`src/rtl/seg7_scan_reader.sv`:
```
// Receive side of a multiplexed active-low 7-segment bus: waits for each digit to settle,
// decodes the glyph back to hex, and publishes one word per complete scan.
module seg7_scan_reader #(
    parameter int NDIG   = 4,
    parameter int SETTLE = 4
) (
    input  logic              clock,
    input  logic              resetn,
    input  logic [7:0]        seg_in,
    input  logic [NDIG-1:0]   an_in,
    output logic [4*NDIG-1:0] word_out,
    output logic [NDIG-1:0]   dp_out,
    output logic              word_valid,
    output logic              pat_err
);
    localparam int            CW       = $clog2(SETTLE + 1);
    localparam logic [CW-1:0] CNT_LAST = CW'(SETTLE - 1);
    localparam logic [CW-1:0] CNT_SAT  = CW'(SETTLE);

    typedef enum logic [1:0] {ST_IDLE, ST_SETTLE, ST_HOLD} state_t;

    logic [7:0]        seg_meta_reg, seg_sync_reg, seg_prev_reg;
    logic [NDIG-1:0]   an_meta_reg, an_sync_reg, an_prev_reg;
    state_t            state_reg, state_next;
    logic [CW-1:0]     cnt_reg, cnt_next;
    logic [NDIG-1:0]   seen_reg, seen_next;
    logic              bad_reg, bad_next;
    logic [4*NDIG-1:0] shadow_reg, shadow_next;
    logic [NDIG-1:0]   shadow_dp_reg, shadow_dp_next;
    logic [4*NDIG-1:0] word_reg;
    logic [NDIG-1:0]   dp_reg;
    logic              word_valid_reg, pat_err_reg;

    logic [NDIG-1:0]   lit;
    logic [NDIG-1:0]   slot_wr;
    logic              one_cold, changed, sample, complete;
    logic              glyph_ok;
    logic [3:0]        glyph_nib;

    // lit is one-hot exactly when a single digit is selected, so it doubles as the slot mask
    assign lit      = ~an_sync_reg;
    assign one_cold = (lit != '0) && ((lit & (lit - NDIG'(1))) == '0);
    assign changed  = (seg_sync_reg != seg_prev_reg) || (an_sync_reg != an_prev_reg);
    assign complete = &seen_reg;

    always_comb begin
        glyph_ok  = 1'b1;
        glyph_nib = 4'h0;
        case (seg_sync_reg[6:0])
            7'h40:   glyph_nib = 4'h0;
            7'h79:   glyph_nib = 4'h1;
            7'h24:   glyph_nib = 4'h2;
            7'h30:   glyph_nib = 4'h3;
            7'h19:   glyph_nib = 4'h4;
            7'h12:   glyph_nib = 4'h5;
            7'h02:   glyph_nib = 4'h6;
            7'h78:   glyph_nib = 4'h7;
            7'h00:   glyph_nib = 4'h8;
            7'h10:   glyph_nib = 4'h9;
            7'h08:   glyph_nib = 4'hA;
            7'h03:   glyph_nib = 4'hB;
            7'h46:   glyph_nib = 4'hC;
            7'h21:   glyph_nib = 4'hD;
            7'h06:   glyph_nib = 4'hE;
            7'h0E:   glyph_nib = 4'hF;
            default: glyph_ok  = 1'b0;
        endcase
    end

    always_comb begin
        state_next = state_reg;
        cnt_next   = cnt_reg;
        sample     = 1'b0;
        case (state_reg)
            ST_IDLE: begin
                cnt_next = '0;
                if (one_cold) state_next = ST_SETTLE;
            end
            ST_SETTLE: begin
                if (!one_cold) begin
                    state_next = ST_IDLE;
                    cnt_next   = '0;
                end else if (changed) begin
                    cnt_next = '0;
                end else if (cnt_reg == CNT_LAST) begin
                    cnt_next   = CNT_SAT;
                    sample     = 1'b1;
                    state_next = ST_HOLD;
                end else begin
                    cnt_next = cnt_reg + CW'(1);
                end
            end
            ST_HOLD: begin
                if (!one_cold) begin
                    state_next = ST_IDLE;
                    cnt_next   = '0;
                end else if (changed) begin
                    state_next = ST_SETTLE;
                    cnt_next   = '0;
                end
            end
            default: begin
                state_next = ST_IDLE;
                cnt_next   = '0;
            end
        endcase
    end

    genvar gi;
    generate
        for (gi = 0; gi < NDIG; gi++) begin : g_slot
            assign slot_wr[gi]             = sample && lit[gi] && glyph_ok;
            assign shadow_next[4*gi +: 4]  = slot_wr[gi] ? glyph_nib : shadow_reg[4*gi +: 4];
            assign shadow_dp_next[gi]      = slot_wr[gi] ? ~seg_sync_reg[7] : shadow_dp_reg[gi];
        end
    endgenerate

    // A sample landing in the completion cycle starts the next scan
    always_comb begin
        seen_next = (complete ? '0 : seen_reg) | (sample ? lit : '0);
        bad_next  = (complete ? 1'b0 : bad_reg) | (sample && !glyph_ok);
    end

    always_ff @(posedge clock) begin
        if (!resetn) begin
            seg_meta_reg   <= '1;
            seg_sync_reg   <= '1;
            seg_prev_reg   <= '1;
            an_meta_reg    <= '1;
            an_sync_reg    <= '1;
            an_prev_reg    <= '1;
            state_reg      <= ST_IDLE;
            cnt_reg        <= '0;
            seen_reg       <= '0;
            bad_reg        <= 1'b0;
            shadow_reg     <= '0;
            shadow_dp_reg  <= '0;
            word_reg       <= '0;
            dp_reg         <= '0;
            word_valid_reg <= 1'b0;
            pat_err_reg    <= 1'b0;
        end else begin
            seg_meta_reg   <= seg_in;
            seg_sync_reg   <= seg_meta_reg;
            seg_prev_reg   <= seg_sync_reg;
            an_meta_reg    <= an_in;
            an_sync_reg    <= an_meta_reg;
            an_prev_reg    <= an_sync_reg;
            state_reg      <= state_next;
            cnt_reg        <= cnt_next;
            seen_reg       <= seen_next;
            bad_reg        <= bad_next;
            shadow_reg     <= shadow_next;
            shadow_dp_reg  <= shadow_dp_next;
            word_valid_reg <= complete && !bad_reg;
            pat_err_reg    <= complete && bad_reg;
            if (complete && !bad_reg) begin
                word_reg <= shadow_reg;
                dp_reg   <= shadow_dp_reg;
            end
        end
    end

    assign word_out   = word_reg;
    assign dp_out     = dp_reg;
    assign word_valid = word_valid_reg;
    assign pat_err    = pat_err_reg;
endmodule

```
`config.mk`:
```
export PLATFORM = sky130hd
export DESIGN_NAME = seg7_scan_reader
export DESIGN_NICKNAME = d
export VERILOG_FILES = /design/src/rtl/seg7_scan_reader.sv
export SDC_FILE = /design/constraint.sdc
export NUM_CORES = 1
export LEC_CHECK = 0
export CAP_MARGIN = 20
export CORE_ASPECT_RATIO = 1.4
export CORE_MARGIN = 4
export CORE_UTILIZATION = 56
export DETAILED_ROUTE_END_ITERATION = 16
export HOLD_SLACK_MARGIN = 0.08
export PLACE_DENSITY = 0.88
export SETUP_SLACK_MARGIN = 0.5
export SLEW_MARGIN = 25
export SYNTH_ARGS = -nofsm -noshare
export SYNTH_HDL_FRONTEND = slang
export SYNTH_SLANG_ARGS = --single-unit
export TNS_END_PERCENT = 10
```
`constraint.sdc`:
```
create_clock -name clock -period 2.4 [get_ports clock]
set_input_delay 0.24 -clock clock [delete_from_list [all_inputs] [get_ports clock]]
set_output_delay 0.24 -clock clock [all_outputs]
set_load 0.03 [all_outputs]
```
# Word-level counts from Yosys, hierarchy flattened
# Cells that the tools add are included.
# word_totals
register_bits	88
in_bits	14
out_inout_bits	22
wordCells	97
# classes
n_addsub	2
eq_ne	24
n_mux	22
bitwise_logic	5
reduce_logical	22
# ops
op	count
case mux 4 bit (15 select lines)	1
equality test 7 bit (second input constant)	4
equality test 7 x 5 -> 1 bit (second input constant)	3
equality test 7 x 6 -> 1 bit (second input constant)	3
OR reduction 16 bit	1
two-way mux 3 bit	5
equality test 7 x 2 -> 1 bit (second input constant)	2
equality test 7 x 4 -> 1 bit (second input constant)	2
logical AND 1 bit	12
two-way mux 2 bit	6
!= test 3 bit (second input constant)	3
two-way mux 4 bit	2
!= test 8 bit	1
AND reduction 4 bit	2
equality test 7 x 3 -> 1 bit (second input constant)	1
logical NOT 7 bit	1
two-way mux 1 bit	6
case mux 2 bit (3 select lines)	1
case mux 3 bit (2 select lines)	1
bitwise AND 4 bit	1
logical NOT 4 bit	1
!= test 4 bit	1
NOT 4 bit	1
OR 4 bit	1
12 further kinds	13

# Logic depth before layout (Yosys ltp)
# Gate-level depths: netlist of run 1.
# depth
depth_word	9
depth_mapped	7

# Worst setup path after synthesis of run 1
# Ideal clock, no wire load.
# synth_timing
path_type	register -> register
from	register seg_sync_reg[6]
to	register shadow_reg[15]
t_arrival_ns	1.916
t_required_ns	2.340
setup_slack_ns	0.423
stages_incl_launch_ff	7
path_buffers	1
cell_sequence	dfxtp_1 > clkbuf_1 > xnor2_1 > nand4_1 > or4_4 > a211oi_4 > o221a_1
# synth_between
elab_chain_len	7
elab_cells_between_ends	26
classes_between	eq/ne (16); mux (5); reduce/logical (5)
# synth_rtl
item	line	rtl
from (decl)	22	logic [7:0] seg_meta_reg, seg_sync_reg, seg_prev_reg;
from (signal assigned)	144	seg_sync_reg <= seg_meta_reg;
!= test 8 bit	43	assign changed = (seg_sync_reg != seg_prev_reg) || (an_sync_reg != an_prev_reg);
logical OR 1 bit	43	
two-way mux 1 bit	83	end else if (changed) begin
two-way mux 1 bit	80	if (!one_cold) begin
two-way mux 1 bit	74	case (state_reg)
logical AND 1 bit (2 in series)	112	assign slot_wr[gi] = sample && lit[gi] && glyph_ok;
to (signal assigned)	153	shadow_reg <= shadow_next;
to (decl)	28	logic [4*NDIG-1:0] shadow_reg, shadow_next;
# Several ways; a longest one is shown, not always the timed one.
# A chain may end at the register's enable or synchronous reset.

# Worst setup path in the final report of run 1
# layout_timing
from	register an_sync_reg[2]
to	register shadow_dp_reg[1]
# layout_between
elab_chain_len	9
elab_cells_between_ends	13
classes_between	add/sub (1); eq/ne (1); mux (3); bitwise (2); reduce/logical (6)
# layout_rtl
item	line	rtl
from (decl)	23	logic [NDIG-1:0] an_meta_reg, an_sync_reg, an_prev_reg;
from (signal assigned)	147	an_sync_reg <= an_meta_reg;
NOT 4 bit	41	assign lit = ~an_sync_reg;
subtractor 4 x 1 -> 4 bit	42	assign one_cold = (lit != '0) && ((lit & (lit - NDIG'(1))) == '0);
bitwise AND 4 bit	42	
logical NOT 4 bit	42	
logical AND 1 bit	42	
two-way mux 1 bit *	80	
two-way mux 1 bit *	74	
logical AND 1 bit * (2 in series)	112	
to (signal assigned)	154	shadow_dp_reg <= shadow_dp_next;
to (decl)	29	logic [NDIG-1:0] shadow_dp_reg, shadow_dp_next;
# Mark *: on every way between the ends. The rest lies on a longest branch, timed or not.

==> results.tsv, run 1 <==
stage	metric	value	unit
run_status	run status	finished, final reports clean	
sta	Final Hold Fails	0	
sta	final worst-path cycle share	84.6	%
route	routed len/inst	15.1	microns
yosys	register area share after synthesis	50.5	%
sta	unrepaired setup endpoints after global routing	true	
flow_run	Max Cap Viol	0	
worst_setup_path	delay of the slowest critical-path stage	0.64	ns
yosys	Synth Instances	373	
worst_setup_path	Worst Path Arrival	2.32	ns
worst_setup_path	crit end category	flop	
worst_setup_path	crit-path cells	xnor2_2, nand4_2, or4_4, a211oi_4, mux2i_1	
route	DR vias/cell	5.70	
yosys	post-synthesis register bit count	88	
clock_network	CTS max path bufs	2	
worst_setup_path	slowest CP cell	or4_4	
sta	post-layout min period	2.03	ns
route	Vias	2802	
yosys	Yosys warning total	0	
layout	Final #Nets	433	
yosys	Async SR Flop Fraction	0	%
place	Post-Place Cells	463	
route	Initial DRT Pass Iterations	4	
yosys	cell area after synthesis	3490	sq um
global_routing	antenna violations before repair	0	
global_routing	first-pass GRT wire length	11800	microns
floorplanning	DIE AREA	7580	sq um
place	number of port buffers	35	
layout	Layout fillers	437	
global_routing	Total GRT Usage	20.4	%
layout	multi-input logic area	1690	sq um
sta	setup ws final	0.368	ns
clock_network	clk_lat worst skew	0.37	ns
layout	Diodes inserted	0	
floorplanning	Die X	74.7	microns
sta	Fin Clk Skew	0.0126	ns
yosys	post-synth net total	389	
place	DP HPWL	4740	microns
yosys	Syn Area/Cell	9.36	sq um
clock_network	CTS tree	built	
clock_network	clk root buf	clkbuf_8	
worst_setup_path	Reg2Reg Setup Slack	0.37	ns
layout	Layout Area Growth over Synthesis	23.0	%
global_routing	Congestion Overflow GR	0	
power_and_ir_drop	Total Power Consumption	2.62	mW
worst_setup_path	Setup Crit Path Kind	reg -> reg	
power_and_ir_drop	Power Dens Cells	610	nW/um^2
clock_network	CTS buffer count	9	
floorplanning	Die Y	101	microns
sta	Setup TNS	0	ns
layout	Non-Filler Instances	492	
sta	Worst-Margin Slew	0.679	ns
worst_setup_path	Data required, critical path	2.69	ns
min_path	Worst Hold Path EP	seg_meta_reg[0]$_SDFF_PN1_	
clock_network	H-tree depth	3	
global_routing	vias in the first global route	2660	
worst_setup_path	crit-path max FO	5	
min_path	WHS Path Cells	2	
layout	register area	1800	sq um
place	Place WS	0.225	ns
sta	Slew Viols, Final	0	
place	GPL Wtd Cong	0.880	
place	cell area after placement	3900	sq um
clock_network	CTS clk-pin slew, worst paths	0.08	ns
yosys	Unique masters post-synth	51	
worst_setup_path	CP Launch Type	flop	
layout	share of cells above drive strength 1	17.8	%
min_path	HP Class	in -> reg	
floorplanning	Ports	36	
sta	relative slew slack	54.4	%
global_routing	largest net degree at the start of global routing	33	
min_path	Worst Hold Launch	resetn	
power_and_ir_drop	Leak	1.47	nW
route	WL final	7440	microns
worst_setup_path	R2R cell count	5	
yosys	main flop type after synthesis	dfxtp_1	
floorplanning	core box area	5950	sq um
sta	Setup Viol. Count Final	0	
worst_setup_path	Worst R2R End	shadow_dp_reg[1]$_SDFFE_PN0P_	
power_and_ir_drop	maximum VDD drop	0.522	mV
sta	FMAX	492	MHz
clock_network	total clock sinks	88	
route	Iteration-0 DRC Markers	193	
clock_network	hold buffer count at cts	0	
worst_setup_path	Reg2Reg Launch Point	an_sync_reg[2]$_SDFF_PN1_	
route	Residual DRC	0	
yosys	Post-synth EDFFs	0	
floorplanning	Initial Utilization	58.7	%
floorplanning	# rows	33	
layout	final instance area	4290	sq um
route	post-route ant nets	0	
[what timing repair did]
action                                  4_1_cts  5_1_grt
resized for setup                            20       15
pin swaps                                     6        8
buffers inserted                              7        6
endpoints found under the setup margin       26       25
endpoints found under the hold margin         0        0
gates cloned                                  0        0
[logic make-up after synthesis]
group,count (synthesis),synth area share [%]
buffers and inverters,30,3.66
AND/OR/NAND/NOR,168,26.2
XOR/XNOR,14,4.27
adder cells (fa/ha/maj),2,0.717
AO/OA/AOI/OAI,67,13.5
flip-flops,88,50.5
multiplexers,4,1.15
[worst max path at each step]
| stage | from | slack [ns] | to |
|---|---|---|---|
| 2_1_floorplan | seg_sync_reg[3]$_SDFF_PN1_ | 0.48 | shadow_reg[15]$_SDFFE_PN0P_ |
| 3_3_place_gp | seg_sync_reg[0]$_SDFF_PN1_ | 0.29 | shadow_dp_reg[3]$_SDFFE_PN0P_ |
| 3_5_place_dp | seg_sync_reg[0]$_SDFF_PN1_ | 0.23 | shadow_reg[11]$_SDFFE_PN0P_ |
| 4_1_cts | an_sync_reg[3]$_SDFF_PN1_ | 0.40 | shadow_dp_reg[1]$_SDFFE_PN0P_ |
| 5_1_grt | an_sync_reg[3]$_SDFF_PN1_ | 0.24 | state_reg[1]$_SDFFE_PN0P_ |
| 6_report | an_sync_reg[2]$_SDFF_PN1_ | 0.37 | shadow_dp_reg[1]$_SDFFE_PN0P_ |
[synthesized netlist by cell type (2+ instances only)]
master     n  area (sq um)
and4b_1    2          20.0
nor2_1    12          45.0
ha_1       2          25.0
and3b_1    2          17.5
nor4b_1    2          17.5
nand2_1   70           263
o221a_1    4          45.0
nand2b_1  40           250
and4bb_2   2          25.0
inv_1      7          26.3
dfxtp_1   88          1760
a211oi_4   4          80.1
mux2i_1    4          40.0
nor2b_1    2          12.5
o22ai_1   10          62.6
xor2_1     2          17.5
clkbuf_1  15          56.3
a22oi_1    2          15.0
xnor2_1   10          87.6
nand4_1   10          62.6
buf_2      6          30.0
nor4bb_1   3          30.0
a21oi_1   30           150
nor3_1     8          40.0
nand3b_1   2          15.0
a311oi_1   2          17.5
nor3b_1    3          22.5
o21ai_0    6          30.0
[routing by layer]
layer | track usage [%] | vias to the layer above | part of all wire [%]
met5 | 0 | - | 0
met4 | 11.4 | 0 | 3.3
met3 | 6.26 | 23 | 5.5
met2 | 35.1 | 100 | 52
met1 | 21.8 | 1308 | 39
li1 | - | 1371 | -
[area by class of cell]
type                            instances  share of cell area [%]
Clock buffer                           12                    3.61
Clock inverter                          4                   0.670
Inverter                                8                   0.700
Multi-Input combinational cell        255                    39.4
Sequential cell                        88                    42.0
Tap cell                               70                    2.04
Timing Repair Buffer                   55                    11.5
[stage by stage]
step	hold slack (ns)	util (%)
after floorplan	0.341	-
after global placement	0.388	65.6
after detailed placement	0.392	65.6
after CTS	0.332	70.5
after global routing	0.359	72.2
final	0.352	72.2
[where the power goes]
part	internal (mW)	switching, mW
registers	1.48	0.0315
logic	0.0902	0.0765
clock network	0.433	0.510
total	2.00	0.618
[cell usage in the layout, fill, tap and decap left out, types with 4 or more instances in the layout]
master	n
dfxtp_1	76
nand2_1	70
nand2b_1	40
clkdlybuf4s50_1	34
a21oi_1	30
buf_4	20
dfxtp_4	11
clkbuf_8	11
nand4_1	10
o22ai_1	10
nor3_1	8
nor2_1	8
inv_1	7
xnor2_2	5
xnor2_1	5
nor2_2	4
a211oi_4	4
o221a_1	4
mux2i_1	4
o21ai_0	4
[worst max-delay path, delay by kind of cell, from the launching register on]
kind / cells / cell delay, ns
simple gates: 2 / 0.79
compound gates: 1 / 0.36
flops: 1 / 0.37
mux: 1 / 0.24
xor+xnor: 1 / 0.20
Power figures use the tool's default switching activity.
==> run 2, diff against run 1 <==
==> constraint.sdc (replaced) <==
create_clock -name clock -period 1.9 [get_ports clock]
set_input_delay 0.19 -clock clock [delete_from_list [all_inputs] [get_ports clock]]
set_output_delay 0.19 -clock clock [all_outputs]
set_load 0.03 [all_outputs]
==> run 2 against run 1 <==
Effect of this change: largest power group unchanged; clock power rose by 41%; flip-flop and latch count did not move; global-route usage rose by 2.6 points; highest routed layer unchanged; total power rose by 33%; critical endpoint unchanged; critical path type unchanged; fmax rose by 3.0%; largest cell class unchanged; register-to-register slack got worse by 0.44 ns; clock skew fell by 0.0017 ns; the run now ends with setup timing left.
==> results.tsv, run 2 (synthesis gave the netlist of run 1 again) <==
stage	metric	value	unit	change
sta	FMAX	507	MHz	was 492 MHz
route	DR vias/cell	5.61		was 5.70
power_and_ir_drop	clock share of power	38.4	%	was 36.0%
sta	Slew Viols, Final	0		unchanged
floorplanning	Ports	36		unchanged
sta	Setup TNS	-0.333	ns	was 0 ns
power_and_ir_drop	maximum VDD drop	0.622	mV	was 0.522 mV
place	cell area after placement	4140	sq um	was 3900 sq um
sta	post-layout min period	1.97	ns	was 2.03 ns
power_and_ir_drop	Int Pwr	2.68	mW	was 2.00 mW
sta	Setup Viol. Count Final	10		was 0
route	Iteration-0 DRC Markers	199		was 193
global_routing	first-pass GRT wire length	13200	microns	was 11800 microns
power_and_ir_drop	Comb power frac	6.8	%	was 6.4%
power_and_ir_drop	Leak	1.76	nW	was 1.47 nW
layout	final instance area	4570	sq um	was 4290 sq um
sta	unrepaired setup endpoints after global routing	true		unchanged
worst_setup_path	crit end category	flop		unchanged
clock_network	total clock sinks	88		unchanged
clock_network	clk root buf	clkbuf_8		unchanged
floorplanning	Die Y	101	microns	unchanged
route	routed len/inst	15.8	microns	was 15.1 microns
route	WL final	8230	microns	was 7440 microns
flow_run	Max Cap Viol	0		unchanged
layout	share of cells above drive strength 1	25.3	%	was 17.8%
global_routing	vias in the first global route	2940		was 2660
layout	most common cell after layout, fill and taps aside	dfxtp_1		unchanged
worst_setup_path	Setup Crit Path Kind	reg -> reg		unchanged
clock_network	CTS buffer count	9		unchanged
layout	commonest cells after routing, fill and taps aside	dfxtp_1, nand2_1, buf_4		was dfxtp_1, nand2_1, nand2b_1
floorplanning	core box area	5950	sq um	unchanged
clock_network	CTS tree	built		unchanged
route	routed wl met2	4420	microns	was 3890 microns
worst_setup_path	CP Launch Type	flop		unchanged
power_and_ir_drop	switch share	22.9	%	was 23.6%
power_and_ir_drop	Power Dens Cells	760	nW/um^2	was 610 nW/um^2
place	number of port buffers	35		unchanged
place	Place WS	-0.0995	ns	was 0.225 ns
place	DP HPWL	5440	microns	was 4740 microns
sta	Final Hold Fails	0		unchanged
clock_network	CTS max path bufs	2		unchanged
floorplanning	# rows	33		unchanged
floorplanning	Die X	74.7	microns	unchanged
route	post-route ant nets	0		unchanged
place	GPL Wtd Cong	0.906		was 0.880
layout	Layout Area Growth over Synthesis	30.9	%	was 23.0%
global_routing	antenna violations before repair	0		unchanged
floorplanning	DIE AREA	7580	sq um	unchanged
route	Vias	2921		was 2802
clock_network	clk_lat worst skew	0.36	ns	was 0.37 ns
sta	Fin Clk Skew	0.0109	ns	was 0.0126 ns
layout	Final #Nets	462		was 433
worst_setup_path	Data required, critical path	2.19	ns	was 2.69 ns
sta	relative slew slack	73.8	%	was 54.4%
clock_network	CTS clk-pin slew, worst paths	0.09	ns	was 0.08 ns
run_status	run status	complete, but fails checks		was finished, final reports clean
sta	setup ws final	-0.0718	ns	was 0.368 ns
layout	Diodes inserted	0		unchanged
route	metal3 WL	322	microns	was 413 microns
min_path	HP Class	in -> reg		unchanged
power_and_ir_drop	Reg power frac	54.9	%	was 57.6%
route	Initial DRT Pass Iterations	4		unchanged
worst_setup_path	crit-path max FO	9		was 5
global_routing	largest net degree at the start of global routing	27		was 33
global_routing	Congestion Overflow GR	0		unchanged
route	met1 WL	3060	microns	was 2890 microns
clock_network	H-tree depth	3		unchanged
route	Max Used Layer	met4		unchanged
worst_setup_path	Worst Path Arrival	2.26	ns	was 2.32 ns
sta	Worst-Margin Slew	0.393	ns	was 0.679 ns
global_routing	Total GRT Usage	23.0	%	was 20.4%
power_and_ir_drop	switching pwr	794	uW	was 618 uW
sta	final worst-path cycle share	104	%	was 84.6%
route	Residual DRC	0		unchanged
run_status	failing checks	setup timing		
floorplanning	Initial Utilization	58.7	%	unchanged
sta	hold slack	0.202	ns	was 0.352 ns
-- run 2: changes by cell type in the layout (fill, tap and decap cells not counted), moves of 2 or more --
cell and change:
buf_4 +27, clkdlybuf4s50_1 -22, clkinvlp_4 -2, dfxtp_2 +3, dfxtp_4 -3, dlygate4sd2_1 +22, nor3_1 -2, nor3_2 +2
nor4bb_1 -2, nor4bb_2 +2, xnor2_1 -3, xnor2_2 +4
-- run 2: metrics by stage --
step                total power, mW  utilization, %  std cells
floorplan                      2.07               -        373
global placement               2.14            69.7        494
detailed placement             2.15            69.7        494
CTS                            3.46            74.9        517
global route                   3.60            76.9        521
finish                         3.47            76.9        521
-- run 2: path summary, 6_finish.rpt --
path | start | end | slack, ns | cells after the start
min reg2reg | seg_meta_reg[5]$_SDFF_PN1_ | seg_sync_reg[5]$_SDFF_PN1_ | 0.41 | 1
max reg2reg | seg_sync_reg[4]$_SDFF_PN1_ | shadow_dp_reg[1]$_SDFFE_PN0P_ | -0.07 | 7
max | seg_sync_reg[4]$_SDFF_PN1_ | shadow_dp_reg[1]$_SDFFE_PN0P_ | -0.07 | 7
min | resetn | an_prev_reg[1]$_SDFF_PN1_ | 0.20 | 2
-- run 2: final cells by class --
class | instances | area [sq um]
timing repair buffer | 84 | 702
fill | 397 | 1380
tap | 70 | 87.6
clock inverter | 4 | 52.6
clock buffer | 12 | 155
inverter | 8 | 30.0
multi-input combinational | 255 | 1750
sequential | 88 | 1800
-- run 2: repair_timing --
action,CTS,global route
resized for setup,45,19
setup buffers,7,4
cloned,0,0
pin swaps,10,12
setup endpoints to repair,52,38
hold endpoints to repair,0,0
hold buffers,0,0
-- run 2: per-layer routing --
layer  GRT usage, %  vias up
li1               -     1423
met2           40.8       75
met5              0        -
met4           15.8        0
met1           23.4     1389
met3           4.57       34
-- run 2: critical path, stage by stage, from the launching register on --
cell      delay, ns
dfxtp_4        0.40
buf_4          0.16
nor4bb_2       0.27
o31ai_1        0.12
and3_4         0.21
buf_12         0.14
a211oi_4       0.37
mux2i_1        0.23
-- run 2: power groups by stage --
stage          logic [mW]  registers, mW  clock network (mW)
2_1_floorplan       0.134           1.94                   0
3_3_place_gp        0.197           1.95                   0
3_5_place_dp        0.205           1.95                   0
4_1_cts             0.216           1.90                1.34
5_1_grt             0.253           1.91                1.43
6_report            0.235           1.91                1.33
